--- src/rtl/arcino_prefetch_ctrl_if.sv ---
// Instruction-memory request bus and fetch-FIFO push port for the prefetch controller.
// master = controller side, slave = memory / FIFO side.
interface arcino_prefetch_ctrl_if;
   logic        instr_req_o;
   logic [31:0] instr_addr_o;
   logic        instr_gnt_i;
   logic        instr_rvalid_i;
   logic [31:0] instr_rdata_i;

   logic        fifo_valid_o;
   logic [31:0] fifo_addr_o;
   logic [31:0] fifo_rdata_o;
   logic        fifo_ready_i;
   logic        fifo_clear_o;

   modport master (
      output instr_req_o, instr_addr_o,
      input  instr_gnt_i, instr_rvalid_i, instr_rdata_i,
      output fifo_valid_o, fifo_addr_o, fifo_rdata_o, fifo_clear_o,
      input  fifo_ready_i
   );

   modport slave (
      input  instr_req_o, instr_addr_o,
      output instr_gnt_i, instr_rvalid_i, instr_rdata_i,
      input  fifo_valid_o, fifo_addr_o, fifo_rdata_o, fifo_clear_o,
      output fifo_ready_i
   );
endinterface

--- src/rtl/arcino_prefetch_ctrl.sv ---
// Instruction prefetch controller: one outstanding req/gnt/rvalid transaction,
// zero-latency push of returned words into the fetch FIFO, branch redirect with abort.
module arcino_prefetch_ctrl #(
   parameter logic [31:0] RESET_FETCH_ADDR = 32'h0000_0000
) (
   input  logic                          clk_i,
   input  logic                          rst_i,
   input  logic                          req_i,
   input  logic                          branch_i,
   input  logic [31:0]                   branch_addr_i,
   output logic                          busy_o,
   arcino_prefetch_ctrl_if.master        bus
);

   typedef enum logic [1:0] {
      IDLE         = 2'd0,
      WAIT_GNT     = 2'd1,
      WAIT_RVALID  = 2'd2,
      WAIT_ABORTED = 2'd3
   } state_e;

   state_e      state_q, state_d;
   logic [31:0] fetch_addr_q, fetch_addr_d;
   logic [31:0] addr_q, addr_d;
   logic [31:0] tgt_q, tgt_d;
   logic        abort_q, abort_d;

   logic        issue;
   logic        req;
   logic        gnt;
   logic        push;
   logic [31:0] branch_tgt;
   logic        unused_baddr0;

   assign unused_baddr0 = branch_addr_i[0];
   assign branch_tgt    = {branch_addr_i[31:1], 1'b0};
   assign issue         = req_i & bus.fifo_ready_i & ~branch_i;

   always_ff @(posedge clk_i or posedge rst_i) begin
      if (rst_i) begin
         state_q      <= IDLE;
         fetch_addr_q <= {RESET_FETCH_ADDR[31:2], 2'b00};
         addr_q       <= '0;
         tgt_q        <= '0;
         abort_q      <= 1'b0;
      end else begin
         state_q      <= state_d;
         fetch_addr_q <= fetch_addr_d;
         addr_q       <= addr_d;
         tgt_q        <= tgt_d;
         abort_q      <= abort_d;
      end
   end

   always_comb begin
      state_d      = state_q;
      fetch_addr_d = fetch_addr_q;
      addr_d       = addr_q;
      tgt_d        = tgt_q;
      abort_d      = abort_q;
      req          = 1'b0;
      push         = 1'b0;

      case (state_q)
         IDLE: begin
            req = issue;
         end
         WAIT_GNT: begin
            req = 1'b1;
         end
         WAIT_RVALID: begin
            req  = issue & bus.instr_rvalid_i;
            push = bus.instr_rvalid_i & ~branch_i;
            if (bus.instr_rvalid_i)
               state_d = IDLE;
            else if (branch_i)
               state_d = WAIT_ABORTED;
         end
         WAIT_ABORTED: begin
            req = issue & bus.instr_rvalid_i;
            if (bus.instr_rvalid_i)
               state_d = IDLE;
         end
         default: state_d = IDLE;
      endcase

      gnt = req & bus.instr_gnt_i;

      // A request issued back-to-back with a response overrides the return to IDLE.
      if (req) begin
         if (gnt)
            state_d = (abort_q | branch_i) ? WAIT_ABORTED : WAIT_RVALID;
         else
            state_d = WAIT_GNT;
      end

      if (gnt) begin
         addr_d       = fetch_addr_q;
         abort_d      = 1'b0;
         fetch_addr_d = abort_q ? tgt_q : {fetch_addr_q[31:2] + 30'h1, 2'b00};
      end

      // instr_addr_o is held while a request waits for grant, so the target is
      // parked in tgt_q and applied when that request is finally granted.
      if (branch_i) begin
         if ((state_q == WAIT_GNT) && !gnt) begin
            tgt_d   = branch_tgt;
            abort_d = 1'b1;
         end else begin
            fetch_addr_d = branch_tgt;
         end
      end
   end

   assign bus.instr_req_o  = req;
   assign bus.instr_addr_o = {fetch_addr_q[31:2], 2'b00};
   assign bus.fifo_valid_o = push;
   // Address/data are zeroed when not pushing so the push port is quiet in reset and idle.
   assign bus.fifo_addr_o  = push ? addr_q : 32'h0;
   assign bus.fifo_rdata_o = push ? bus.instr_rdata_i : 32'h0;
   assign bus.fifo_clear_o = branch_i;
   assign busy_o           = (state_q != IDLE);

   a_rvalid_expected: assert property (@(posedge clk_i) disable iff (rst_i)
      bus.instr_rvalid_i |-> ((state_q == WAIT_RVALID) || (state_q == WAIT_ABORTED)));

   a_push_has_room: assert property (@(posedge clk_i) disable iff (rst_i)
      bus.fifo_valid_o |-> (bus.fifo_ready_i || (state_q == WAIT_RVALID)));

endmodule

--- src/flat_wrapper.sv ---
// flat-port wrapper written by rule: the top's interface ports become plain ports
module arcino_prefetch_ctrl_flat 
#(
   parameter logic [31:0] RESET_FETCH_ADDR = 32'h0000_0000
)
  (clk_i, rst_i, req_i, branch_i, branch_addr_i, busy_o, bus_instr_req_o, bus_instr_addr_o, bus_instr_gnt_i, bus_instr_rvalid_i, bus_instr_rdata_i, bus_fifo_valid_o, bus_fifo_addr_o, bus_fifo_rdata_o, bus_fifo_clear_o, bus_fifo_ready_i);
  arcino_prefetch_ctrl_if bus_i ();
  input  logic clk_i;
  input  logic rst_i;
  input  logic req_i;
  input  logic branch_i;
  input  logic [31:0] branch_addr_i;
  output logic busy_o;
  output wire logic [$bits(bus_i.instr_req_o)-1:0] bus_instr_req_o;
  output wire logic [$bits(bus_i.instr_addr_o)-1:0] bus_instr_addr_o;
  input wire logic [$bits(bus_i.instr_gnt_i)-1:0] bus_instr_gnt_i;
  input wire logic [$bits(bus_i.instr_rvalid_i)-1:0] bus_instr_rvalid_i;
  input wire logic [$bits(bus_i.instr_rdata_i)-1:0] bus_instr_rdata_i;
  output wire logic [$bits(bus_i.fifo_valid_o)-1:0] bus_fifo_valid_o;
  output wire logic [$bits(bus_i.fifo_addr_o)-1:0] bus_fifo_addr_o;
  output wire logic [$bits(bus_i.fifo_rdata_o)-1:0] bus_fifo_rdata_o;
  output wire logic [$bits(bus_i.fifo_clear_o)-1:0] bus_fifo_clear_o;
  input wire logic [$bits(bus_i.fifo_ready_i)-1:0] bus_fifo_ready_i;
  assign bus_instr_req_o = bus_i.instr_req_o;
  assign bus_instr_addr_o = bus_i.instr_addr_o;
  assign bus_i.instr_gnt_i = bus_instr_gnt_i;
  assign bus_i.instr_rvalid_i = bus_instr_rvalid_i;
  assign bus_i.instr_rdata_i = bus_instr_rdata_i;
  assign bus_fifo_valid_o = bus_i.fifo_valid_o;
  assign bus_fifo_addr_o = bus_i.fifo_addr_o;
  assign bus_fifo_rdata_o = bus_i.fifo_rdata_o;
  assign bus_fifo_clear_o = bus_i.fifo_clear_o;
  assign bus_i.fifo_ready_i = bus_fifo_ready_i;
  arcino_prefetch_ctrl #(.RESET_FETCH_ADDR(RESET_FETCH_ADDR)) u_core (.clk_i(clk_i), .rst_i(rst_i), .req_i(req_i), .branch_i(branch_i), .branch_addr_i(branch_addr_i), .busy_o(busy_o), .bus(bus_i));
endmodule
--- config.mk ---
export PLATFORM = sky130hd
export DESIGN_NAME = arcino_prefetch_ctrl_flat
export DESIGN_NICKNAME = d
export VERILOG_FILES = /design/src/rtl/arcino_prefetch_ctrl_if.sv /design/src/rtl/arcino_prefetch_ctrl.sv /design/src/flat_wrapper.sv
export SDC_FILE = /design/constraint.sdc
export NUM_CORES = 1
export LEC_CHECK = 0
export ABC_CLOCK_PERIOD_IN_PS = 4180
export BUFFER_PORTS_ARGS = -buffer_cell sky130_fd_sc_hd__clkbuf_2
export CORE_AREA = 3 3 170 131
export CTS_CLUSTER_DIAMETER = 40
export DETAILED_ROUTE_END_ITERATION = 16
export DIE_AREA = 0 0 173 134
export MAX_ROUTING_LAYER = met4
export PLACE_DENSITY_LB_ADDON = 0.2
export SLEW_MARGIN = 20
export SYNTH_ARGS = -nofsm -noshare
export SYNTH_HDL_FRONTEND = slang
export SYNTH_SLANG_ARGS = --single-unit
--- constraint.sdc ---
create_clock -name clk_i -period 4.18 [get_ports clk_i]
set_input_delay 0.418 -clock clk_i [delete_from_list [all_inputs] [get_ports clk_i]]
set_output_delay 0.418 -clock clk_i [all_outputs]
set_load 0.05 [all_outputs]
==> flow_summary.json <==
{
  "start_kind": "flop",
  "cts_max_level": 3,
  "synth_seq_cells": 98,
  "rsz0062_at_grt": "false",
  "syn-cell-area_um2": 5574,
  "clock-sinks": 98,
  "cp.required_ns": 4.41,
  "grt_max_degree": 66,
  "power_density_nw_per_um2": 710.6,
  "dr.pass1.iters": 5,
  "io_pins": 171,
  "antenna_left": 0,
  "overflow": 0,
  "root_buffer": "clkbuf_16",
  "finClkSkew_ns": 0.009822,
  "wl_um": 18790,
  "async_flop_share": 1.000,
  "wl_per_cell_um": 17.78,
  "path_cells": "nand4_1, or4_1, or4_4, o21ai_2, a211oi_1",
  "layout_common_cells": "clkbuf_2, nand2_1, dfrtp_1",
  "cts_buffers": 9,
  "crit_arrival_ns": 2.93,
  "post_cts_buffers": 0,
  "die_h_um": 134,
  "grt_pass1_vias": 4812,
  "synth-edff-count": 0,
  "p_total_uw": 4817,
  "finalNetCount": 833,
  "die-area_um2": 23180,
  "slew-limit-headroom": 0.4387,
  "path_clk_slew_ns": 0.07,
  "ctsHoldBuffers": 0,
  "critical_path_peak_fanout": 12,
  "final_common_cell": "clkbuf_2",
  "slew_violations": 0,
  "ir_drop_mv": 0.2685,
  "synth.distinct_cells": 63,
  "io_buffers": 167,
  "syn_to_final_growth_pct": 21.62,
  "antenna_found_initial": 4,
  "crit_slowest_cell": "or4_1",
  "finish.utilization": 0.3254,
  "coreArea_um2": 20840,
  "final.setup.tns_ns": 0,
  "postSynthCellCount": 647,
  "synth_ff_type": "dfrtp_1",
  "fmax_mhz": 370.4,
  "clk_path_buf_depth": 2,
  "critical_path_class": "flop to flop",
  "track_usage": 0.1650,
  "yosys_warnings": 0,
  "finalCritPeriodShare": 0.6460,
  "drive_above_1_share": 0.2876,
  "finalHoldViolCount": 0,
  "viasPerCell": 4.746,
  "crit_path_max_incr_delay_ns": 0.82,
  "clock_latency_ns": 0.36,
  "tightest_slew_ns": 0.8419,
  "drtIter0Drc": 301,
  "dr_total_vias": 5016,
  "seq_area_frac_synth": 0.4400,
  "start_util": 0.2675,
  "gp_congestion": 0.7898,
  "place.detailed.hpwl_um": 13490,
  "dieWidth_um": 173,
  "rows": 46,
  "grt_pass1_wl_um": 29060,
  "cts_resized": 0,
  "setup_viol": 0,
  "cts_tree": "yes",
  "holdCritPathClass": "input pin to async pin",
  "syn_area_per_cell_um2": 8.615,
  "fin_crit_ns": 2.700,
  "p_leak_uw": 0.003258,
  "status": "completed",
  "cap_violations": 0,
  "drc_errors": 0,
  "cp-end-kind": "flop"
}
-- flip-flops by register name, indices dropped and copies added, names as in the netlist --
register / count
u_core.abort_q: 1
u_core.addr_q: 32
u_core.fetch_addr_q: 32
u_core.state_q: 2
u_core.tgt_q: 31
-- where the power goes --
part	total (uW)	switching [uW]	internal, uW	leakage [uW]
logic	2130	1480	643	0.00193
registers	1810	433	1380	0.00118
clock network	878	384	494	0.000148
-- path summary, 6_finish.rpt --
| check | from | end | slack (ns) | depth (start not counted) |
|---|---|---|---|---|
| worst max-delay path | u_core.fetch_addr_q[5] | u_core.fetch_addr_q[26] | 1.48 | 5 |
| worst min-delay path | rst_i | u_core.addr_q[0] | 0.12 | 2 |
| worst max register to register | u_core.fetch_addr_q[5] | u_core.fetch_addr_q[26] | 1.48 | 5 |
| worst min register to register | u_core.addr_q[10] | u_core.addr_q[10] | 0.47 | 2 |
| max in group asynchronous | rst_i | u_core.addr_q[31] | 3.22 | 3 |
| min in group clk_i | branch_addr_i[24] | u_core.fetch_addr_q[24] | 0.29 | 3 |
-- layout make-up --
cell class | count | area [um^2]
antenna | 4 | 10.01
clock buffer | 11 | 252.7
clock inverter | 4 | 51.30
fill | 2231 | 14060
inverter | 14 | 55.05
multi-input combinational | 460 | 2679
sequential | 98 | 2452
tap | 288 | 360.3
timing repair buffer | 178 | 918.4
-- routing by layer --
layer	track usage	up-vias	wire length [um]
li1	-	2428	-
met1	0.2191	2386	8811
met2	0.2450	188	8261
met3	0.04839	14	1401
met4	0.04815	0	315
met5	-	-	0
-- cell families after synthesis --
| group | Yosys count | synth area share |
|---|---|---|
| other | 1 | 0.0006728 |
| buffers and inverters | 90 | 0.08463 |
| multiplexers | 33 | 0.06510 |
| adder cells (fa/ha/maj) | 1 | 0.002244 |
| AO/OA/AOI/OAI | 112 | 0.1291 |
| AND/OR/NAND/NOR | 312 | 0.2783 |
| flip-flops | 98 | 0.4400 |
-- critical path, delay by kind of cell, from the launching register on --
kind	cells	cell delay (ns)
AND/OR/NAND/NOR	3	1.92
flip-flops	1	0.51
AO/OA/AOI/OAI	2	0.14
-- through the flow --
step                area [um^2]  setup WS [ns]  cells  hold slack (ns)
finish                     6779          1.480   1057           0.1181
detailed placement         6465          1.498   1038           0.4555
CTS                        6769          1.444   1053           0.1407
global placement           6465          1.485   1038           0.4531
global route               6779          1.264   1057           0.1697
floorplan                  5578          1.200    648           0.4305
-- cells in the mapped netlist (7+ instances only) --
library cell	number	share of area
clkbuf_1	28	0.019
nand3_1	18	0.016
mux2_2	15	0.030
nor3_1	13	0.012
a21oi_1	23	0.021
dfrtp_1	98	0.44
nand2_1	134	0.090
mux2_1	11	0.022
nor2_1	34	0.023
and3_1	13	0.015
nor4_1	8	0.0090
o21ai_0	34	0.031
and2_1	66	0.074
buf_1	7	0.0047
mux2i_1	7	0.013
buf_4	33	0.044
buf_2	8	0.0072
inv_1	13	0.0088
(Power assumes the default switching activity.)
